$ cat config.mk
export PLATFORM = sky130hd
export DESIGN_NAME = serial_add_ctrl
export DESIGN_NICKNAME = d
export VERILOG_FILES = /design/src/rtl/serial_add_ctrl.sv
export SDC_FILE = /design/constraint.sdc
export NUM_CORES = 1
export LEC_CHECK = 0
export ABC_CLOCK_PERIOD_IN_PS = 3200
export CELL_PAD_IN_SITES_DETAIL_PLACEMENT = 1
export CELL_PAD_IN_SITES_GLOBAL_PLACEMENT = 1
export CORE_MARGIN = 2
export CORE_UTILIZATION = 44
export DETAILED_ROUTE_END_ITERATION = 10
export PLACE_DENSITY = 0.84
export SYNTH_ARGS = -nofsm -noshare
export SYNTH_HDL_FRONTEND = slang
export SYNTH_HIERARCHICAL = 1
export SYNTH_SLANG_ARGS = --single-unit
$ cat constraint.sdc
create_clock -name clk -period 3.2 [get_ports clk]
set_clock_uncertainty 0.2 [all_clocks]
set_input_delay 0.96 -clock clk [delete_from_list [all_inputs] [get_ports clk]]
set_output_delay 0.96 -clock clk [all_outputs]
set_load 0.02 [all_outputs]
$ cat src/rtl/serial_add_ctrl.sv
// Bit-serial adder: a+b+cin computed LSB first through a single fulladd cell.
// Define SERIAL_ADD_OVF_EN to add the registered signed-overflow output ovf.

module fulladd (
  input  logic a,
  input  logic b,
  input  logic cin,
  output logic sum,
  output logic cout
);
  assign sum  = a ^ b ^ cin;
  assign cout = (a & b) | (a & cin) | (b & cin);
endmodule

module serial_add_ctrl #(
  parameter int WIDTH = 8
) (
  input  logic             clk,
  input  logic             rst_n,
  input  logic             start,
  input  logic [WIDTH-1:0] a,
  input  logic [WIDTH-1:0] b,
  input  logic             cin,
  output logic             ready,
  output logic             done,
  output logic [WIDTH-1:0] sum,
`ifdef SERIAL_ADD_OVF_EN
  output logic             cout,
  output logic             ovf
`else
  output logic             cout
`endif
);
  localparam int CW = (WIDTH > 2) ? $clog2(WIDTH) : 1;
  localparam logic [CW-1:0] LAST = CW'(WIDTH - 1);

  typedef enum logic [1:0] {IDLE, RUN, DONE} state_t;

  state_t           state, state_nx;
  logic [WIDTH-1:0] a_sr, b_sr, sum_sr;
  logic             carry;
  logic [CW-1:0]    cnt;
  logic             fa_s, fa_co;
  logic             accept;

  assign ready  = (state != RUN);
  assign done   = (state == DONE);
  assign accept = start & ready;
  assign sum    = sum_sr;
  // After the last RUN edge the carry register holds the carry out of the MSB.
  assign cout   = carry;

  fulladd u_fa (
    .a    (a_sr[0]),
    .b    (b_sr[0]),
    .cin  (carry),
    .sum  (fa_s),
    .cout (fa_co)
  );

  always_ff @(posedge clk or negedge rst_n) begin
    if (!rst_n) state <= IDLE;
    else        state <= state_nx;
  end

  always_comb begin
    state_nx = state;
    case (state)
      IDLE:    if (start) state_nx = RUN;
      RUN:     if (cnt == LAST) state_nx = DONE;
      DONE:    state_nx = start ? RUN : IDLE;
      default: state_nx = IDLE;
    endcase
  end

  always_ff @(posedge clk or negedge rst_n) begin
    if (!rst_n) begin
      a_sr   <= '0;
      b_sr   <= '0;
      sum_sr <= '0;
      carry  <= 1'b0;
      cnt    <= '0;
    end else if (accept) begin
      a_sr  <= a;
      b_sr  <= b;
      carry <= cin;
      cnt   <= '0;
    end else if (state == RUN) begin
      sum_sr <= {fa_s, sum_sr[WIDTH-1:1]};
      a_sr   <= a_sr >> 1;
      b_sr   <= b_sr >> 1;
      carry  <= fa_co;
      cnt    <= cnt + 1'b1;
    end
  end

`ifdef SERIAL_ADD_OVF_EN
  // Carry into the MSB is the fulladd carry-in during the final RUN cycle.
  logic c_msb;

  always_ff @(posedge clk or negedge rst_n) begin
    if (!rst_n)                          c_msb <= 1'b0;
    else if (state == RUN && cnt == LAST) c_msb <= carry;
  end

  assign ovf = c_msb ^ carry;
`endif

endmodule
==> results.py <==
metrics = {
    "routing": {
        "final_antenna_net_count": 0,
        "post_drt_via_cell_ratio": 4.87,
        "vias": 837,
        "drcViolationCount": 0,
        "wl_per_cell_um": 15.4,
        "drt-total-wl_mm": 2.65,
        "drt_iter0_drc": 12,
        "drt_first_pass_iters": 2,
    },
    "cells_and_area": {
        "antennaDiodeCount": 0,
        "regArea_um2": 751,
        "multiInputGateArea_um2": 644,
        "final.fill_count": 304,
        "fin_nets": 150,
        "drive_gt1_frac": 0.406,
        "area_growth_pct": 28.2,
    },
    "pwr": {
        "p_per_area_nw_per_um2": 957,
        "clkPwrFrac": 0.135,
        "switching_share": 0.324,
        "power_frac_comb": 0.488,
        "p_total_mw": 1.76,
        "p_switching_mw": 0.572,
        "intPower_mw": 1.19,
        "peakVddDrop_mv": 0.520,
        "power.leakage_nw": 0.836,
        "power_frac_seq": 0.377,
    },
    "clocking": {
        "cts-hold-fix-buffers": 0,
        "htree_levels": 2,
        "cts_buffers": 5,
        "clockBufferDepth": 2,
        "cts_setup_buffers": 0,
        "clock_sinks": 30,
        "clk_latency_ns": 0.33,
        "clkTransAtPathRegs_ns": 0.10,
        "cts_tree": "built",
        "cts-root-buf": "clkbuf_4",
        "cts_repair_resize_count": 0,
    },
    "timing": {
        "max_freq_mhz": 367,
        "rsz0062_at_grt": "false",
        "post-route-period-util": 0.851,
        "setup_viol": 0,
        "finalMaxSlewViolations": 0,
        "hold_viol_final": 0,
        "finalSetupTns_ns": 0,
        "slew_headroom": 0.718,
        "worst_pin_slew_ns": 0.423,
        "fin_crit_ns": 2.72,
    },
    "synth": {
        "yosysTopAreaCell": "dfrtp_1",
        "syn_area_per_cell_um2": 15.8,
        "synthCells": 91,
        "synthDistinctLibCells": 16,
        "synth_area_leaders": "dfrtp_1 52%, mux2_2 18%, mux2_4 18%",
        "yosys_warnings": 6,
        "ys_ff_latch": 30,
        "synth_area_um2": 1440,
        "synth_nets": 114,
        "seq_area_frac_synth": 0.522,
        "yosys.area.top_type_share": 0.522,
    },
    "outcome": {
        "outcome": "complete, no violations",
    },
    "grt": {
        "grt_pass1_wl_mm": 4.40,
        "grt_overflow_total": 0,
        "grt_max_degree": 31,
        "antenna_found_initial": 0,
        "grt_pass1_vias": 900,
        "grt_use_total": 0.166,
    },
    "placement": {
        "place_hpwl_mm": 1.87,
        "routabilityCongestion": 0.695,
        "port_buffers": 30,
    },
    "floorplan": {
        "core_area_um2": 3080,
        "die_h_um": 61.2,
        "row_count": 20,
        "initial_core_util": 0.467,
        "pin_count": 31,
        "die_x_um": 61.2,
        "die_area_um2": 3740,
    },
    "setup_path": {
        "critPathCaptureType": "output port",
        "worstSetupStartpointType": "register",
        "regToRegEndpoint": "sum[2]",
        "r2r_cells": 4,
        "critPathArrivalTime_ns": 1.56,
        "cpMaxStageDelayCell": "clkdlybuf4s50_1",
        "startpoint": "state[0]",
        "max_stage_delay_ns": 0.59,
        "rr_startpoint": "state[0]",
        "rrSetupSlack_ns": 1.47,
        "path_cells": "and2b_4 -> inv_4 -> clkdlybuf4s50_1",
        "crit_fanout": 5,
        "crit_required_ns": 2.04,
        "critPathKind": "reg -> out",
    },
    "min_path": {
        "hold_depth": 1,
        "min_to": "cnt[0]",
        "hold_path_class": "reg -> reg",
        "hold_start": "cnt[0]",
    },
    "job": {
        "max_cap_violations": 0,
    },
}
## critical path: cells and delay by family (launching register included)
family	cells	cell delay, ns
buffers and inverters	2	0.64
and+or+nand+nor	1	0.20
DFF	1	0.41
## cell type report
cell class | instances | area share
clock buffer | 7 | 0.0299
clock inverter | 1 | 0.00272
inverter | 2 | 0.00543
multi-input combinational | 55 | 0.350
sequential | 30 | 0.407
tap | 44 | 0.0299
timing repair buffer | 33 | 0.175
## power by group through the flow
stage	Clock, mW	Sequential [mW]	Combinational (mW)
detailed placement	0	0.679	0.868
finish	0.238	0.665	0.861
global route	0.266	0.692	0.928
global placement	0	0.662	0.835
floorplan	0	0.718	0.562
CTS	0.244	0.672	0.877
## through the flow
| step | util | hold slack [ns] | setup slack, ns | std cells | instance area, um2 |
|---|---|---|---|---|---|
| finish | 0.599 | 0.298 | 0.477 | 172 | 1840 |
| global placement | 0.579 | 0.267 | 0.571 | 164 | 1780 |
| CTS | 0.599 | 0.303 | 0.462 | 172 | 1840 |
| floorplan | - | 0.253 | 1.14 | 91 | 1440 |
| detailed placement | 0.579 | 0.290 | 0.550 | 164 | 1780 |
| global route | 0.599 | 0.310 | 0.411 | 172 | 1840 |
## worst max-delay path by stage
stage               endpoint
global placement     b_sr[0]
global route           ready
floorplan            a_sr[0]
finish                 ready
detailed placement   b_sr[6]
CTS                    ready
## synth_stat cells
cell,number
and2_1,1
and2b_4,1
buf_2,2
buf_6,2
dfrtp_1,30
fa_1,1
ha_1,2
inv_1,1
inv_4,1
mux2_2,23
mux2_4,17
mux2i_1,3
nand2b_1,1
nor2_1,2
nor2b_1,3
o22ai_1,1
## registers in the layout, indices dropped and copies added (netlist names)
name and count:
a_sr 8, cnt 3, state 2, sum 8, b_sr 8, cout 1
## cells in the final DEF, fill, tap and decap left out, drive strengths merged
cell type	count
nor2	2
and2	1
ha	2
buf	3
mux2i	3
nor2b	3
inv	2
mux2	40
dfrtp	30
clkdlybuf4s50	30
clkinv	1
fa	1
o22ai	1
and2b	1
clkbuf	7
nand2b	1
## metal layers
layer,track usage,share of wire,vias up,wire length [um]
met4,0.0559,0.014,0,36
met3,0.0483,0.052,5,139
met2,0.263,0.52,23,1370
met5,0,0,-,0
met1,0.219,0.42,418,1110
li1,-,-,391,-
## cell families (layout without fill, tap and decap cells)
logic type,count (synthesis),count (layout),share of synthesized area
buffers and inverters,6,43,0.0296
flip-flops,30,30,0.522
multiplexers,43,43,0.379
adder cells (fa/ha/maj),3,3,0.0313
AND/OR/NAND/NOR,8,8,0.0340
AO/OA/AOI/OAI,1,1,0.00435
Note: power is estimated with default switching activity, not from simulation.
==> RTL edit 1 (same settings) <==
Encoding of `state_t`: now one-hot (3 bits for 3 states).
--- a/src/rtl/serial_add_ctrl.sv
+++ b/src/rtl/serial_add_ctrl.sv
@@ -35,5 +35,5 @@
   localparam logic [CW-1:0] LAST = CW'(WIDTH - 1);
 
-  typedef enum logic [1:0] {IDLE, RUN, DONE} state_t;
+  typedef enum logic [2:0] {IDLE = 3'b001, RUN = 3'b010, DONE = 3'b100} state_t;
 
   state_t           state, state_nx;
Formal check against the unedited RTL: no difference found for any inputs over 10 cycles, from zero or initial values and one cycle with rst_n low; not proved beyond that.
==> RTL edit 1 against the original RTL <==
Worst setup slack worse by 75 ps; sequential cell count up 1; critical path depth down 1; synthesized area up 2.0%; power down 22%; register-to-register slack worse by 20 ps; design area down 0.34%; count of clock-buffer cells in the layout up 1; via count up 6.8%; wire length down 4.8%; combinational power down 39%; die area up 1.9%; largest power group is now registers; highest routed layer unchanged.
==> RTL edit 1: results (changes against the original RTL) <==
- Worst-Skew Late Latency: 330 ps (about the same)
- Synth async-reset ratio: 100% (unchanged)
- Dominant synthesized flop cell: dfrtp_1
- Initial antenna violation count: 0 (unchanged)
- Vias in the first global route: 926 (+2.9%)
- Worst IR Drop VDD: 0.304 mV (-42%)
- Top cells by area, synth: dfrtp_1 (51%), mux2_2 (30%), buf_6 (3.8%)
- Layout cell share with drive strength beyond 1: 38.6% (-2.0 points)
- First-pass GRT wire length: 4020 um (-8.8%)
- Worst Hold End: cnt[0]$_DFFE_PN0P_
- Initial drt markers: 10 (-2)
- Clock Path Buffers: 2 (unchanged)
- Drt wl/cell: 14.4 um (-7.0%)
- DRC: 0 (unchanged)
- Run status: complete, no violations
- Critical Path AT: 1640 ps (+80 ps)
- Setup bufs post-CTS: 0 (unchanged)
- Sequential cell area: 777 um^2 (+3.5%)
- Worst slew pin tran: 387 ps (-36.2 ps)
- H-tree depth: 2 (unchanged)
- Top cells by count, synth: mux2_2 (39), dfrtp_1 (30), buf_6 (5)
- Antenna diodes: 0 (unchanged)
- Root Buffer: clkbuf_4
- Largest net degree at the start of global routing: 32 (+3.2%)
- Met3 Track Usage GR: 6.83% (+2.0 points)
- Post-CTS sizing: 0 (unchanged)
- Pre-Repair DR Iteration Count: 2 (unchanged)
- GPL Wtd Cong: 0.683 (-1.7%)
- Via count: 894 (+6.8%)
- Hold Path Class: reg2reg
- Fillers: 331 (+8.9%)
- WHS Path Cells: 1 (unchanged)
- IO buf count: 30 (unchanged)
- Post-synthesis cell type count: 19 (+3)
- CTS clock-pin slew for the worst setup and hold paths: ~90 ps
- Sequential share of the synthesized area: 53.0% (+0.77 points)
- Met1 Usage GRT: 14.8% (-7.1 points)
- FF-to-FF path depth: 3 (-1)
- Crit path max fanout: 5 (unchanged)
- Total CTS buffers: 5 (unchanged)
- Leakage power: 0.773 nW (-7.5%)
- Synthesized Nets: 119 (+4.4%)
- FF-to-FF End: sum[4]$_DFFE_PN0P_
- Final nets: 154 (+2.7%)
- Tot GR Track Use: 15.4% (-1.1 points)
- Detailed placement HPWL: 1820 um (-2.9%)
- Grt met2 use: 28.1% (+1.8 points)
- Reg2Reg Setup Slack: 1450 ps (-20 ps)
- R2r startpoint: state[2]$_DFFE_PN0P_
- Hold path startpoint: cnt[0]$_DFFE_PN0P_
- Syn. warnings: 6 (unchanged)
## RTL edit 1: report_power, final
group | total, W | leakage, nW | switching [W] | internal, W
registers | 0.000644 | 0.380 | 0.0000974 | 0.000547
clock network | 0.000214 | 0.0265 | 0.000127 | 0.0000874
logic | 0.000524 | 0.367 | 0.000206 | 0.000318
total | 0.00138 | 0.773 | 0.000430 | 0.000952
## RTL edit 1: critical path, stage by stage, from the launching register on
cell             delay, ps
dfrtp_1                440
nor3b_1                220
clkdlybuf4s50_1        640
## RTL edit 1: worst max path at each step
stage	slack, ps	startpoint	endpoint
after floorplan	1070	state[2]$_DFFE_PN0P_	ready
after global placement	560	start	b_sr[5]$_DFFE_PN0P_
after detailed placement	530	start	a_sr[3]$_DFFE_PN0P_
after CTS	370	state[2]$_DFFE_PN0P_	done
after global routing	300	state[2]$_DFFE_PN0P_	done
final	400	state[2]$_DFFE_PN0P_	done
## RTL edit 1: area by class of cell
cell class | instances | share of cell area [%]
flip-flops and latches | 31 | 42.3
multi-input cells | 59 | 34.3
repair buffers | 33 | 17.6
well taps | 44 | 3.00
clock buffers | 8 | 2.66
inverters | 1 | 0.204
## RTL edit 1: metal layers
metal  vias to the layer above  wire length [um]
met3                         6               135
met2                        28              1400
met1                       448               941
li1                        412                 -
met4                         0                45
met5                         -                 0
## RTL edit 1: logic make-up after synthesis
kind of cell | synth area share (%)
adders and majority gates | 3.07
buffers and inverters | 4.10
DFF | 53.0
muxes | 32.8
and+or+nand+nor | 7.08
## RTL edit 1: through the flow
step	total power, W	util, %	hold slack (ps)	worst slack [ps]	cells
after floorplan	0.00100	-	256	1070	96
after global placement	0.00116	57.6	272	565	168
after detailed placement	0.00119	57.6	288	529	168
after CTS	0.00141	59.2	301	374	176
after global routing	0.00148	59.2	325	300	176
final	0.00138	59.2	291	403	176
==> RTL edit 2 (same settings) <==
Without the edit above. `WIDTH`: 8 -> 16.
--- a/src/rtl/serial_add_ctrl.sv
+++ b/src/rtl/serial_add_ctrl.sv
@@ -14,5 +14,5 @@
 
 module serial_add_ctrl #(
-  parameter int WIDTH = 8
+  parameter int WIDTH = 16
 ) (
   input  logic             clk,
Interface: changed (resized a, b and sum); port bits go from 31 to 55. No check against the original RTL was run, so the function may have changed too.
==> RTL edit 2 against the original RTL <==
Worst setup slack better by 62 ps; first-iteration DRC count rose to 8.8 times the old value; sequential cell count is 25 higher; synthesized area up 68%; combinational power up 14%; wire length rose by 92%; clock power grew 90%; design area up 68%; power increased by 47%; critical path depth is the same; global-route usage increased by 1.5 points; die area is 63% higher; cell count increased by 110%; largest power group is now registers.
==> RTL edit 2: results (changes against the original RTL) <==
- Run status: complete, no violations
- Multi-input combinational area share: 30.5% (-4.4 points)
- Proportion of synthesized area in mux cells: 15.2% (-23 points)
- Largest net degree at the start of global routing: 85 (+170%)
- Grt met2 use: 31.4% (+5.1 points)
- Psw: 0.000955 W (+67%)
- Post-Synth Adder-Cell Area: 1.34% (-1.8 points)
- Leakage power: 1.50 nW (+79%)
- Pre-Repair DR Iteration Count: 4 (+2)
- Clock-cell share of area: 3.30% (+0.045 points)
- Met3 wire len: 134 um (-3.6%)
- Sequential cell area share: 44.3% (+3.6 points)
- DRT met1 WL: 2330 um (+110%)
- Clkbuf count: 6 (-1)
- Detailed placement HPWL: 3500 um (+87%)
- Fillers: 609 (+100%)
- Placed Cells: 352 (+110%)
- IO buf count: 54 (+80%)
- Multi-input gates: 164 (+200%)
- Worst IR Drop VDD: 0.417 mV (-20%)
- Final Cell Area: 3110 um^2 (+68%)
- FF+latch count, synth: 55 (+83%)
- Synth-to-Final Area Change: 28.2% (about the same)
- Reg2Reg Setup Slack: 1400 ps (-70 ps)
- Syn Inst Count: 236 (+160%)
- R2r startpoint: state[1]$_DFFE_PN0P_
- FF-to-FF End: cnt[2]$_DFFE_PN0P_
- GPL Wtd Cong: 0.716 (+3.0%)
- Non-clock buffers, area share: 18.7% (+1.2 points)
- Routed length on met2: 2590 um (+89%)
- Post-synthesis compound-gate area fraction: 7.28% (+6.8 points)
- Hold WS: 290 ps (-8.04 ps)
- Final nets: 325 (+120%)
- Layout cell share with drive strength beyond 1: 5.92% (-35 points)
- Initial drt markers: 105 (+93)
- Clk pwr share: 17.4% (+3.9 points)
- Worst slew pin tran: 720 ps (+296 ps)
- Root Buffer: clkbuf_8
- Post-synthesis cell type count: 21 (+5)
- XOR/XNOR Fraction of Synth Area: 0.362% (+0.36 points)
- Combinational cell power: 0.000985 W (+14%)
- Worst Hold End: a_sr[6]$_DFFE_PN0P_
- Drt wl/cell: 14.2 um (-7.8%)
- Tot GR Track Use: 18.1% (+1.5 points)
- Via density: 4.95 (+1.7%)
- Met1 Usage GRT: 22.7% (+0.82 points)
- Sequential share of the synthesized area: 56.8% (+4.6 points)
- Vias in the first global route: 1920 (+110%)
- WHS Path Cells: 2 (+1)
- Placed inst area: 3000 um^2 (+68%)
- Non-Filler Instances: 359 (+110%)
- Worst-Skew Late Latency: 310 ps (-20 ps)
- DP Worst Slack: 871 ps (+321 ps)
- Critical Path AT: 1500 ps (-60 ps)
- First-pass GRT wire length: 8760 um (+99%)
- Final Power: 0.00260 W (+47%)
RTL edit 2: cell count changes after synthesis, sizes merged, moves of 2 or more:
cell | unedited run | this run
dfrtp | 30 | 55
nand3 | 0 | 3
clkbuf | 0 | 2
mux2i | 3 | 34
o21ai | 0 | 34
nand2 | 0 | 82
buf | 4 | 13
mux2 | 40 | 1
RTL edit 2: cells by family (layout without fill, tap and decap cells):
| logic type | Yosys count | after routing |
|---|---|---|
| and+or+nand+nor | 91 | 91 |
| DFF | 55 | 55 |
| AOI/OAI and AO/OA | 35 | 35 |
| muxes | 35 | 35 |
| buffers and inverters | 17 | 68 |
| adders and majority gates | 2 | 2 |
| xor gates and xnor gates | 1 | 1 |
RTL edit 2: worst max path at each step:
stage / to / slack, ps / depth (start not counted)
floorplan: ready / 1240 / 3
global placement: ready / 890 / 3
detailed placement: ready / 870 / 3
CTS: ready / 520 / 3
global route: ready / 490 / 3
finish: ready / 540 / 3
